$ cat src/rtl/m_serial_adder_ctrl_pkg.sv
// ---------------------------------------------------------------------------
// m_serial_adder_ctrl_pkg
//   Shared definitions for the bit-serial adder sequencer.
//   Contents:
//     state_t  - sequencer state encoding (IDLE=0, RUN=1, DONE=2; 3 is
//                illegal and is steered back to IDLE by the next-state logic)
//     STATE_W  - width of the state encoding, used for the debug port
// ---------------------------------------------------------------------------
package m_serial_adder_ctrl_pkg;

    localparam int STATE_W = 2;

    typedef enum logic [STATE_W-1:0] {
        ST_IDLE = 2'd0,
        ST_RUN  = 2'd1,
        ST_DONE = 2'd2
    } state_t;

endpackage : m_serial_adder_ctrl_pkg

$ cat src/rtl/m_serial_adder_ctrl_fa.sv
// ---------------------------------------------------------------------------
// m_ha / m_FA
//   One-bit full adder assembled from two half adders and an OR gate.
//   The sequencer shares a single m_FA instance across all operand bits.
//   m_ha ports:
//     w_a, w_b  in   addend bits
//     w_s       out  a ^ b
//     w_c       out  a & b
//   m_FA ports:
//     w_a, w_b  in   addend bits
//     w_ci      in   carry in
//     w_co      out  carry out
//     w_s       out  sum bit
// ---------------------------------------------------------------------------
module m_ha (
    input  logic w_a,
    input  logic w_b,
    output logic w_s,
    output logic w_c
);
    assign w_s = w_a ^ w_b;
    assign w_c = w_a & w_b;
endmodule : m_ha

module m_FA (
    input  logic w_a,
    input  logic w_b,
    input  logic w_ci,
    output logic w_co,
    output logic w_s
);
    logic s0;
    logic c0;
    logic c1;

    m_ha u_ha0 (.w_a(w_a), .w_b(w_b),  .w_s(s0),  .w_c(c0));
    m_ha u_ha1 (.w_a(s0),  .w_b(w_ci), .w_s(w_s), .w_c(c1));

    // Both half-adder carries can never be high together, so OR suffices.
    assign w_co = c0 | c1;
endmodule : m_FA

$ cat src/rtl/m_serial_adder_ctrl.sv
// ---------------------------------------------------------------------------
// m_serial_adder_ctrl
//   Bit-serial adder sequencer. Accepts A, B and carry-in on an input
//   valid/ready handshake, feeds them LSB-first through one shared full-adder
//   cell over WIDTH cycles, and presents sum and carry-out on an output
//   valid/ready handshake.
//
//   Handshake rule (both sides): a transfer happens on a rising edge where
//   valid and ready are both high. Ready/valid driven by this block depend
//   only on registered state; valid/ready driven by the neighbours are
//   ignored outside IDLE (input side) or DONE (output side). No queuing.
//
//   Parameters:
//     WIDTH  operand/sum width (>= 1)
//     CNT_W  bit counter width, 2**CNT_W must be >= WIDTH
//   Ports:
//     w_clk        in   clock, rising edge
//     w_rst_n      in   asynchronous active-low reset
//     w_in_valid   in   operand request valid
//     w_in_ready   out  high in IDLE
//     w_a, w_b     in   operands (sampled only at the accept edge)
//     w_cin        in   carry in (sampled only at the accept edge)
//     w_out_valid  out  high in DONE
//     w_out_ready  in   sink accepts result
//     w_sum        out  low WIDTH bits of A+B+cin
//     w_cout       out  bit WIDTH of A+B+cin
//     w_busy       out  high in RUN or DONE
//     w_dbg_state  out  current state encoding, for observation only
// ---------------------------------------------------------------------------
module m_serial_adder_ctrl
    import m_serial_adder_ctrl_pkg::*;
#(
    parameter int WIDTH = 8,
    parameter int CNT_W = 3
) (
    input  logic               w_clk,
    input  logic               w_rst_n,
    input  logic               w_in_valid,
    output logic               w_in_ready,
    input  logic [WIDTH-1:0]   w_a,
    input  logic [WIDTH-1:0]   w_b,
    input  logic               w_cin,
    output logic               w_out_valid,
    input  logic               w_out_ready,
    output logic [WIDTH-1:0]   w_sum,
    output logic               w_cout,
    output logic               w_busy,
    output logic [STATE_W-1:0] w_dbg_state
);

    state_t             state_q;
    state_t             state_d;
    logic [CNT_W-1:0]   cnt_q;
    logic [WIDTH-1:0]   a_q;
    logic [WIDTH-1:0]   b_q;
    logic [WIDTH-1:0]   sum_q;
    logic [WIDTH-1:0]   sum_shift;
    logic               c_q;
    logic               fa_s;
    logic               fa_co;
    logic               last_bit;

    // Single shared adder cell: always looks at the current LSBs and carry.
    m_FA u_fa (
        .w_a  (a_q[0]),
        .w_b  (b_q[0]),
        .w_ci (c_q),
        .w_co (fa_co),
        .w_s  (fa_s)
    );

    // Sum bits enter at the MSB so after WIDTH shifts bit 0 sits at bit 0.
    // A one-bit sum register has nothing to shift down, hence the split.
    generate
        if (WIDTH == 1) begin : g_sum_w1
            assign sum_shift = fa_s;
        end else begin : g_sum_wn
            assign sum_shift = {fa_s, sum_q[WIDTH-1:1]};
        end
    endgenerate

    // Counter value during the final RUN cycle.
    assign last_bit = (cnt_q == CNT_W'(WIDTH - 1));

    // ---------------- state register ----------------
    always_ff @(posedge w_clk or negedge w_rst_n) begin
        if (!w_rst_n) begin
            state_q <= ST_IDLE;
        end else begin
            state_q <= state_d;
        end
    end

    // ---------------- next-state logic ----------------
    always_comb begin
        state_d = state_q;
        case (state_q)
            ST_IDLE: if (w_in_valid)  state_d = ST_RUN;
            ST_RUN:  if (last_bit)    state_d = ST_DONE;
            ST_DONE: if (w_out_ready) state_d = ST_IDLE;
            // Encoding 2'd3 is unreachable in normal operation; recover.
            default:                  state_d = ST_IDLE;
        endcase
    end

    // ---------------- datapath ----------------
    always_ff @(posedge w_clk or negedge w_rst_n) begin
        if (!w_rst_n) begin
            cnt_q <= '0;
            a_q   <= '0;
            b_q   <= '0;
            sum_q <= '0;
            c_q   <= 1'b0;
        end else begin
            case (state_q)
                ST_IDLE: begin
                    if (w_in_valid) begin
                        a_q   <= w_a;
                        b_q   <= w_b;
                        c_q   <= w_cin;
                        sum_q <= '0;
                        cnt_q <= '0;
                    end
                end
                ST_RUN: begin
                    a_q   <= a_q >> 1;
                    b_q   <= b_q >> 1;
                    sum_q <= sum_shift;
                    c_q   <= fa_co;
                    cnt_q <= cnt_q + CNT_W'(1);
                end
                default: begin
                    // DONE (and the illegal code) hold the result registers.
                end
            endcase
        end
    end

    // ---------------- outputs: pure decodes of registered state ----------------
    assign w_in_ready  = (state_q == ST_IDLE);
    assign w_out_valid = (state_q == ST_DONE);
    assign w_busy      = (state_q != ST_IDLE);
    assign w_sum       = sum_q;
    assign w_cout      = c_q;
    assign w_dbg_state = state_q;

endmodule : m_serial_adder_ctrl

$ cat config.mk
export PLATFORM = sky130hd
export DESIGN_NAME = m_serial_adder_ctrl
export DESIGN_NICKNAME = d
export VERILOG_FILES = /design/src/rtl/m_serial_adder_ctrl_pkg.sv /design/src/rtl/m_serial_adder_ctrl_fa.sv /design/src/rtl/m_serial_adder_ctrl.sv
export SDC_FILE = /design/constraint.sdc
export NUM_CORES = 1
export LEC_CHECK = 0
export ABC_AREA = 1
export BUFFER_PORTS_ARGS = -buffer_cell sky130_fd_sc_hd__buf_2
export CORE_UTILIZATION = 47
export CTS_CLUSTER_SIZE = 25
export DETAILED_ROUTE_END_ITERATION = 10
export PLACE_DENSITY_LB_ADDON = 0.25
export SYNTH_ARGS = -nofsm -noshare
export SYNTH_HDL_FRONTEND = slang
export SYNTH_HIERARCHICAL = 1
export SYNTH_SLANG_ARGS = --single-unit
$ cat constraint.sdc
create_clock -name w_clk -period 1.14 [get_ports w_clk]
set_input_delay 0.171 -clock w_clk [delete_from_list [all_inputs] [get_ports w_clk]]
set_output_delay 0.171 -clock w_clk [all_outputs]
set_load 0.01 [all_outputs]
==> results.md, run 1 <==
- Rows: 20
- Logic pwr share: 0.528
- Maximum vdd drop: 0.00130 V
- Max_cap viols: 0
- Cell Pwr Density: 2520 mW/mm^2
- Final worst-path cycle share: 1.17
- Unrepaired setup endpoints after global routing: true
- CTS Buf Count: 5
- Clock-pin slew on the worst setup and hold paths: 0.09 ns
- Pins over their slew limit: 0
- CTS tree: yes
- Root Driver: clkbuf_4
- NetSw: 0.00210 W
- Switching Fraction: 0.409
- Slew @ Worst Pin: 0.338 ns
- Mean cell area of the mapped netlist: 7.54 um^2
- Seq/Total Area, Yosys: 0.503
- Net count of the mapped netlist: 223
- CTS max path bufs: 2
- Slew Limit Headroom: 0.775
- CP Class: flop to output port
- Worst Slack Setup Final: -0.196 ns
- Post-synth EDFFs: 0
- Ordered list of cells on the worst path: buf_4 -> nor2_2 -> buf_2
- Worst clock skew: 0.00872 ns
- WP data required: 0.97 ns
- Main synth FF type: dfrtp_1
- Setup TNS: -4.07 ns
- DR vias: 1,347
- Synth top area share: 0.503
- Gate Count Post-Synth: 198
- Die Y: 58.4 um
- Worst path max stage delay: 0.43 ns
- Clock power frac: 0.113
- IO Count: 35
- Design area: 0.00203 mm^2
- Clk_lat worst skew: 0.32 ns
- Data arrival, critical path: 1.17 ns
- Starting density of the core: 0.493
- CP Max Fanout: 5
- Final setup viols: 34
- Max frequency: 748 MHz
- Total number of H-tree levels: 2
- Static leakage: 1.19 nW
- WL/cell: 10.7 um
- Final Critical Period: 1.34 ns
- Vias per cell: 4.54
- Library cells used by synthesis: 16
- Largest net degree at the start of global routing: 27
- Die ar.: 0.00341 mm^2
- Area of the core: 0.00303 mm^2
- Commonest cells in the netlist: nand2_1 (92), inv_1 (34), dfrtp_1 (30)
- FF+latch count, synth: 30
- GRT overflow: 0
- Status: finished with violations
- I/O Buffers: 34
- Setup crit start kind: flop
- Sequential power share: 0.359
- CP Capture Type: output port
- Synth top area cells: dfrtp_1 (50%), nand2_1 (23%), inv_1 (8.5%)
- Syn-to-layout area delta: 36.0%
- Antenna violations before repair: 0
- First-pass GRT wire length: 5040 um
- HP Class: input port to flop
- Fin Hold WS: 0.0339 ns
- Vias in the first global route: 1,213
- Gr usage total: 0.203
- Ys async rst share: 1.00
- Final GP Congestion: 0.753
- Final ANT Viol Nets: 0
- Yosys warnings: 6
- Slowest cell on the critical path: dfrtp_2
- Clock sink total: 30
- Cell Int Power: 0.00302 W
- DP Area: 0.00178 mm^2
- Iteration-0 DRC Markers: 47
- Post-route DRC: 0
- Failing checks: negative setup slack
- Share of layout cells above drive strength 1: 0.296
- Final WL: 3190 um
- Final hold violation count: 0
- DRT Pass-1 Iters: 4
- HPWL after DPL: 2060 um
- Synth area leader: dfrtp_1
- Count leader, synth: nand2_1
- Horizontal die dimension: 58.4 um
- Post-Syn Area: 0.00149 mm^2
- Ant. Diodes: 0
- Nets: 278
power groups by stage:
stage                     Sequential (W)  Clock (W)  Combinational (W)
final                            0.00184   0.000579            0.00270
after global routing             0.00190   0.000653            0.00303
after CTS                        0.00182   0.000584            0.00241
after detailed placement         0.00183          0            0.00219
after global placement           0.00182          0            0.00213
after floorplan                  0.00188          0            0.00141
per-stage QoR:
stage | worst slack [ns] | power [W] | util | cells
floorplan | -0.0544 | 0.00328 | - | 198
global placement | -0.0734 | 0.00395 | 0.589 | 282
detailed placement | -0.131 | 0.00401 | 0.589 | 282
CTS | -0.223 | 0.00481 | 0.629 | 292
global route | -0.270 | 0.00559 | 0.671 | 297
finish | -0.196 | 0.00512 | 0.671 | 297
critical path: cells and delay by family, from the launching register on:
family | cells | cell delay (ns)
buf+inv | 2 | 0.30
flops | 1 | 0.43
simple gates | 1 | 0.12
timing repair:
action / in CTS / in global routing
pin swaps: 6 / 6
buffers inserted: 2 / 4
resized for setup: 13 / 14
hold buffers: 1 / 0
cloned: 0 / 1
hold endpoints to repair: 13 / 0
setup endpoints to repair: 7 / 33
flip-flops by register name, summed over array words and instances (netlist names):
name         cells
w_sum            8
w_cout           1
b_q              8
a_q              8
cnt_q            3
w_dbg_state      2
cell usage in the layout (no fill, tap or decap), types with 2 or more instances in the layout:
| cell | count |
|---|---|
| nor2_2 | 2 |
| buf_12 | 3 |
| nand3_2 | 2 |
| inv_1 | 33 |
| ha_4 | 2 |
| buf_6 | 7 |
| clkbuf_4 | 5 |
| dfrtp_1 | 29 |
| nand2_1 | 91 |
| ha_1 | 2 |
| nand3_1 | 16 |
| inv_2 | 2 |
| clkbuf_1 | 2 |
| buf_2 | 33 |
| buf_4 | 10 |
kinds of logic after synthesis:
logic type,count (synthesis),share of synthesized area
AND/OR/NAND/NOR,116,0.317
buffers and inverters,43,0.126
flip-flops,30,0.503
AO/OA/AOI/OAI,5,0.0210
adder cells (fa/ha/maj),4,0.0335
cell type report:
cell class	instances	area (um^2)
timing repair buffer	54	389
inverter	36	161
clock buffer	7	45.0
tap	44	55.1
timing repair inverter	1	11.3
sequential	30	752
fill	266	997
multi-input combinational	125	617
worst paths after layout:
check                           slack [ns]  depth (start not counted)            from              to
worst max-delay path                 -0.20                          3  w_dbg_state[0]     w_out_valid
worst min register to register        0.48                          2          b_q[2]          b_q[2]
min in group asynchronous             0.27                          2         w_rst_n          a_q[0]
worst min-delay path                  0.03                          2     w_out_ready  w_dbg_state[1]
worst max register to register       -0.14                          8  w_dbg_state[0]          a_q[1]
max in group asynchronous             0.46                          3         w_rst_n  w_dbg_state[0]
layer usage:
metal / up-vias / track usage / part of all wire
met2: 28 / 0.304 / 0.47
met5: - / 0 / 0
li1: 694 / - / -
met3: 4 / 0.0791 / 0.039
met4: 0 / 0.0714 / 0.010
met1: 621 / 0.272 / 0.48
Note: power is estimated with default switching activity, not from simulation.
==> inputs of run 2 (changes only) <==
--- a/config.mk
+++ b/config.mk
@@ -5,9 +5,9 @@
 export SDC_FILE = /design/constraint.sdc
 export NUM_CORES = 1
 export LEC_CHECK = 0
-export ABC_AREA = 1
+export ABC_AREA = 0
 export BUFFER_PORTS_ARGS = -buffer_cell sky130_fd_sc_hd__buf_2
-export CORE_UTILIZATION = 47
+export CORE_UTILIZATION = 50
 export CTS_CLUSTER_SIZE = 25
 export DETAILED_ROUTE_END_ITERATION = 10
 export PLACE_DENSITY_LB_ADDON = 0.25
==> constraint.sdc (replaced) <==
create_clock -name w_clk -period 1.6 [get_ports w_clk]
set_input_delay 0.24 -clock w_clk [delete_from_list [all_inputs] [get_ports w_clk]]
set_output_delay 0.24 -clock w_clk [all_outputs]
set_load 0.01 [all_outputs]
==> results.md, run 2 <==
- I/O Buffers: 34
- Cell Pwr Density: 1850 mW/mm^2
- Fin Hold WS: 0.158 ns
- Syn-to-layout area delta: 17.0%
- Most common cell after layout, fill and taps aside: buf_2
- Library cells used by synthesis: 23
- Most frequent cells in the layout: buf_2 (34), dfrtp_1 (29), inv_1 (18)
- Rows: 20
- Horizontal die dimension: 58.6 um
- Synth top area share: 0.469
- Total power after layout: 0.00347 W
- Share of layout cells above drive strength 1: 0.437
- Gate Count Post-Synth: 130
- Family with the most delay on the worst path: flip-flops
- Max_cap viols: 0
- Unrepaired setup endpoints after global routing: false
- Antenna violations before repair: 0
- Die Y: 58.6 um
- Failing checks: design-rule violations
- Finished Core Util: 0.614
- Slew Limit Headroom: 0.569
- Total number of H-tree levels: 2
- Commonest cells in the netlist: dfrtp_1 (30), inv_1 (18), a211oi_2 (14), nor3b_1 (14), a22o_1 (11)
- Vias in the first global route: 1,140
- Main synth FF type: dfrtp_1
- Slowest cell on the critical path: dfrtp_2
- Reg area: 752 um^2
- Starting density of the core: 0.525
- Final ANT Viol Nets: 0
- Maximum vdd drop: 0.000780 V
- Critical Path End: w_out_valid
- WL/cell: 14.4 um
- Ordered list of cells on the worst path: buf_8 -> and2b_1 -> buf_2
- GRT overflow: 0
- Worst clock skew: 0.00613 ns
- Clk_lat worst skew: 0.33 ns
- Design area: 0.00187 mm^2
- Ys async rst share: 1.00
- Final hold violation count: 0
- CTS tree: yes
- Count leader, synth: dfrtp_1
- Iteration-0 DRC Markers: 58
- First-pass GRT wire length: 5170 um
- Data arrival, critical path: 1.30 ns
- DP Area: 0.00179 mm^2
- Critical Path Source: w_dbg_state[0]
- Mean cell area of the mapped netlist: 12.3 um^2
- Post-synth EDFFs: 0
- Yosys warnings: 6
- Slew @ Worst Pin: 0.647 ns
- FF+latch count, synth: 30
- CP Max Fanout: 24
- Worst r2r path cells: 4
- HP Class: input port to flop
- Die ar.: 0.00343 mm^2
- Synth top area cells: dfrtp_1 (47%), a211oi_2 (11%), nor3b_1 (6.6%)
- DR vias: 1,153
- CTS Buf Count: 5
- Clock sink total: 30
- Static leakage: 0.891 nW
- Vias per cell: 5.46
- CTS max path bufs: 2
- R2R Path End: b_q[5]
- Critical path depth: 3
- Ant. Diodes: 0
- Fillcell total: 277
- WP data required: 1.36 ns
- R2R setup slack: 0.19 ns
- Status: finished with violations
- Clock-pin slew on the worst setup and hold paths: 0.09 ns
- WP buf/inv: 2
- Setup crit start kind: flop
- Final setup viols: 0
- Root Driver: clkbuf_4
- Synth area leader: dfrtp_1
- DRT Pass-1 Iters: 8
- Area of the core: 0.00305 mm^2
- Seq/Total Area, Yosys: 0.469
- CP Capture Type: output port
- CP Class: flop to output port
- Final GP Congestion: 0.754
- Net count of the mapped netlist: 155
- Final worst-path cycle share: 0.961
- Multi-input combinational cell area: 701 um^2
- Setup TNS: 0 ns
- Final WL: 3040 um
- Post-route DRC: 1
- Nets: 193
- Max frequency: 650 MHz
- Gr usage total: 0.206
- R2R Path Start: w_dbg_state[0]
- Largest net degree at the start of global routing: 31
- IO Count: 35
- Pins over their slew limit: 0
- Post-Syn Area: 0.00160 mm^2
- Worst path max stage delay: 0.45 ns
- HPWL after DPL: 2150 um
- Final Critical Period: 1.54 ns
## run 2: worst reg2reg max path, cell delays in order, from the launching register on
cell	delay [ns]
dfrtp_2	0.45
buf_4	0.15
o21bai_4	0.35
buf_4	0.25
a211oi_2	0.08
## run 2: worst min-delay path by stage
| stage | start | end | slack, ns | depth (start not counted) |
|---|---|---|---|---|
| 2_1_floorplan | w_rst_n | a_q[0] | -0.06 | 0 |
| 3_3_place_gp | w_rst_n | w_sum[5] | 0.31 | 1 |
| 3_5_place_dp | w_rst_n | w_sum[4] | 0.31 | 1 |
| 4_1_cts | w_a[7] | a_q[7] | 0.15 | 2 |
| 5_1_grt | w_a[7] | a_q[7] | 0.15 | 2 |
| 6_report | w_a[7] | a_q[7] | 0.16 | 2 |
## run 2: timing repair
item,CTS,global route
pin swaps,0,0
buffers inserted,0,1
resized for setup,3,1
hold buffers,1,0
endpoints found under the hold margin,30,0
endpoints found under the setup margin,3,1
## run 2: final cells by class
cell class              instances  area share
clock buffers                   6      0.0274
flip-flops and latches         30       0.401
well taps                      44      0.0294
inverters                      18      0.0360
repair buffers                 43       0.132
multi-input cells              70       0.374
## run 2: cell families after synthesis
logic type | count (synthesis) | synth area share
simple gates | 35 | 0.195
buf+inv | 30 | 0.0953
flops | 30 | 0.469
fa+ha+maj | 4 | 0.0313
compound gates | 30 | 0.203
mux | 1 | 0.00703
## run 2: where the power goes
part	switching (W)	leakage (nW)	internal, W
combinational	0.000863	0.498	0.000828
clock	0.000246	0.0302	0.000198
sequential	0.000218	0.364	0.00111
total	0.00133	0.891	0.00214
## run 2: layer usage
layer,share of wire,vias to the layer above,GRT usage
li1,-,549,-
met1,0.44,567,0.245
met2,0.49,31,0.346
met3,0.045,6,0.0615
met4,0.017,0,0.0918
met5,0,-,0
## run 2: per-stage QoR
stage | std cells | setup WS [ns]
2_1_floorplan | 130 | 0.326
3_3_place_gp | 203 | 0.303
3_5_place_dp | 203 | 0.257
4_1_cts | 210 | -0.00114
5_1_grt | 211 | 0.00732
6_report | 211 | 0.0623
==> inputs of run 3 (changes only) <==
--- a/config.mk
+++ b/config.mk
@@ -10,6 +10,7 @@
 export CORE_UTILIZATION = 50
 export CTS_CLUSTER_SIZE = 25
 export DETAILED_ROUTE_END_ITERATION = 10
+export GPL_TIMING_DRIVEN = 0
 export PLACE_DENSITY_LB_ADDON = 0.25
 export SYNTH_ARGS = -nofsm -noshare
 export SYNTH_HDL_FRONTEND = slang
==> results.md, run 3 (synthesis results as in run 2) <==
- Status: finished with violations
- Failing checks: design-rule violations
- Iteration-0 DRC Markers: 79
- Slew @ Worst Pin: 0.670 ns
- Final ANT Viol Nets: 0
- Hold Path Stages: 2
- Worst path max stage delay: 0.48 ns
- Final worst-path cycle share: 0.951
- R2R Path Start: a_q[0]
- IO Count: 35
- Share of layout cells above drive strength 1: 0.436
- Maximum vdd drop: 0.000738 V
- CTS max path bufs: 2
- CP Class: flop to output port
- CP Capture Type: output port
- Setup Fix Bufs, Post-CTS: 0
- Placed Cells: 207
- DR vias: 1,189
- Hold Crit Start: w_b[7]
- HPWL after DPL: 2270 um
- Root Driver: clkbuf_4
- Worst r2r path cells: 5
- Most frequent cells in the layout: buf_2 (37), dfrtp_1 (29), inv_1 (18)
- Nets: 196
- First-pass GRT wire length: 5530 um
- Die ar.: 0.00343 mm^2
- Unrepaired setup endpoints after global routing: false
- Clk_lat worst skew: 0.33 ns
- WP data required: 1.36 ns
- CP Max Fanout: 10
- Data arrival, critical path: 1.28 ns
- Vias per cell: 5.50
- Ordered list of cells on the worst path: buf_6 -> and2b_1 -> buf_2
- Rows: 20
- Clock sink total: 30
- WL/cell: 15.0 um
- Die Y: 58.6 um
- I/O Buffers: 33
- HP Class: input port to flop
- Final setup viols: 0
- Total number of H-tree levels: 2
- CTS tree: yes
- R2R Path End: w_cout
- Ant. Diodes: 0
- Clock-pin slew on the worst setup and hold paths: 0.09 ns
- Final Critical Period: 1.52 ns
- Filler-free cell count of the finished design: 216
- Hold EP: b_q[7]
- Pins over their slew limit: 0
- Worst clock skew: 0.00501 ns
- Syn-to-layout area delta: 19.1%
- Slowest cell on the critical path: dfrtp_2
- Vias in the first global route: 1,234
- Cell Pwr Density: 1860 mW/mm^2
- WP buf/inv: 2
- GRT overflow: 0
- Setup TNS: 0 ns
- R2R setup slack: 0.24 ns
- Slew Limit Headroom: 0.553
- Gr usage total: 0.222
- Static leakage: 0.903 nW
- Setup crit start kind: flop
- Family with the most delay on the worst path: flip-flops
- Final GP Congestion: 0.734
- DRT Pass-1 Iters: 7
- Final WL: 3240 um
- Post-route DRC: 1
- Largest net degree at the start of global routing: 31
- Most common cell after layout, fill and taps aside: buf_2
- Fillcell total: 265
- Max frequency: 657 MHz
- Antenna violations before repair: 0
- Max_cap viols: 0
- Horizontal die dimension: 58.6 um
- Area of the core: 0.00305 mm^2
- Starting density of the core: 0.525
- CTS Buf Count: 5
- Final hold violation count: 0
-- run 3: cell types whose count changed in the layout (fill, tap and decap cells not counted), moves of 3 or more --
cell      delta
clkbuf_1     +3
buf_2        +3
buf_6        +5
buf_4        -6
-- run 3: final cells by class --
class | instances | area (um^2) | share of cell area
multi-input cells | 70 | 706 | 0.370
repair buffers | 34 | 175 | 0.0919
clock inverters | 1 | 5.00 | 0.00262
well taps | 44 | 55.1 | 0.0289
inverters | 18 | 67.6 | 0.0354
plain buffers | 12 | 91.3 | 0.0479
clock buffers | 7 | 55.1 | 0.0289
flip-flops and latches | 30 | 752 | 0.394
-- run 3: worst max path at each step --
stage              startpoint           to  slack, ns  depth (start not counted)
6_report       w_dbg_state[1]  w_out_valid       0.08                          3
5_1_grt        w_dbg_state[1]  w_out_valid       0.03                          3
4_1_cts        w_dbg_state[0]       w_busy       0.02                          4
3_5_place_dp           a_q[0]       w_cout       0.24                          5
3_3_place_gp   w_dbg_state[0]       w_busy       0.28                          4
2_1_floorplan          a_q[0]       w_cout       0.33                          5
-- run 3: power by group --
| part | internal [W] | leakage [nW] | switching [W] |
|---|---|---|---|
| registers | 0.00111 | 0.363 | 0.000219 |
| logic | 0.000848 | 0.505 | 0.000898 |
| clock network | 0.000213 | 0.0353 | 0.000255 |
-- run 3: through the flow --
| step | setup slack, ns | utilization | hold WS, ns | total power (W) | area [um^2] |
|---|---|---|---|---|---|
| after global routing | 0.0272 | 0.625 | 0.161 | 0.00384 | 1910 |
| final | 0.0789 | 0.625 | 0.169 | 0.00354 | 1910 |
| after floorplan | 0.326 | - | -0.0556 | 0.00261 | 1600 |
| after detailed placement | 0.244 | 0.597 | 0.310 | 0.00309 | 1820 |
| after CTS | 0.0157 | 0.621 | 0.158 | 0.00358 | 1900 |
| after global placement | 0.278 | 0.597 | 0.315 | 0.00300 | 1820 |
-- run 3: what timing repair did --
action,CTS,global route
hold buffers,1,0
gates resized for setup,2,3
endpoints found under the hold margin,30,0
endpoints found under the setup margin,3,3
-- run 3: routing by layer --
layer,vias to the layer above,track usage,share of wire
li1,556,-,-
met1,599,0.278,0.44
met2,30,0.348,0.50
met3,4,0.0549,0.045
met4,0,0.133,0.0090
met5,-,0,0
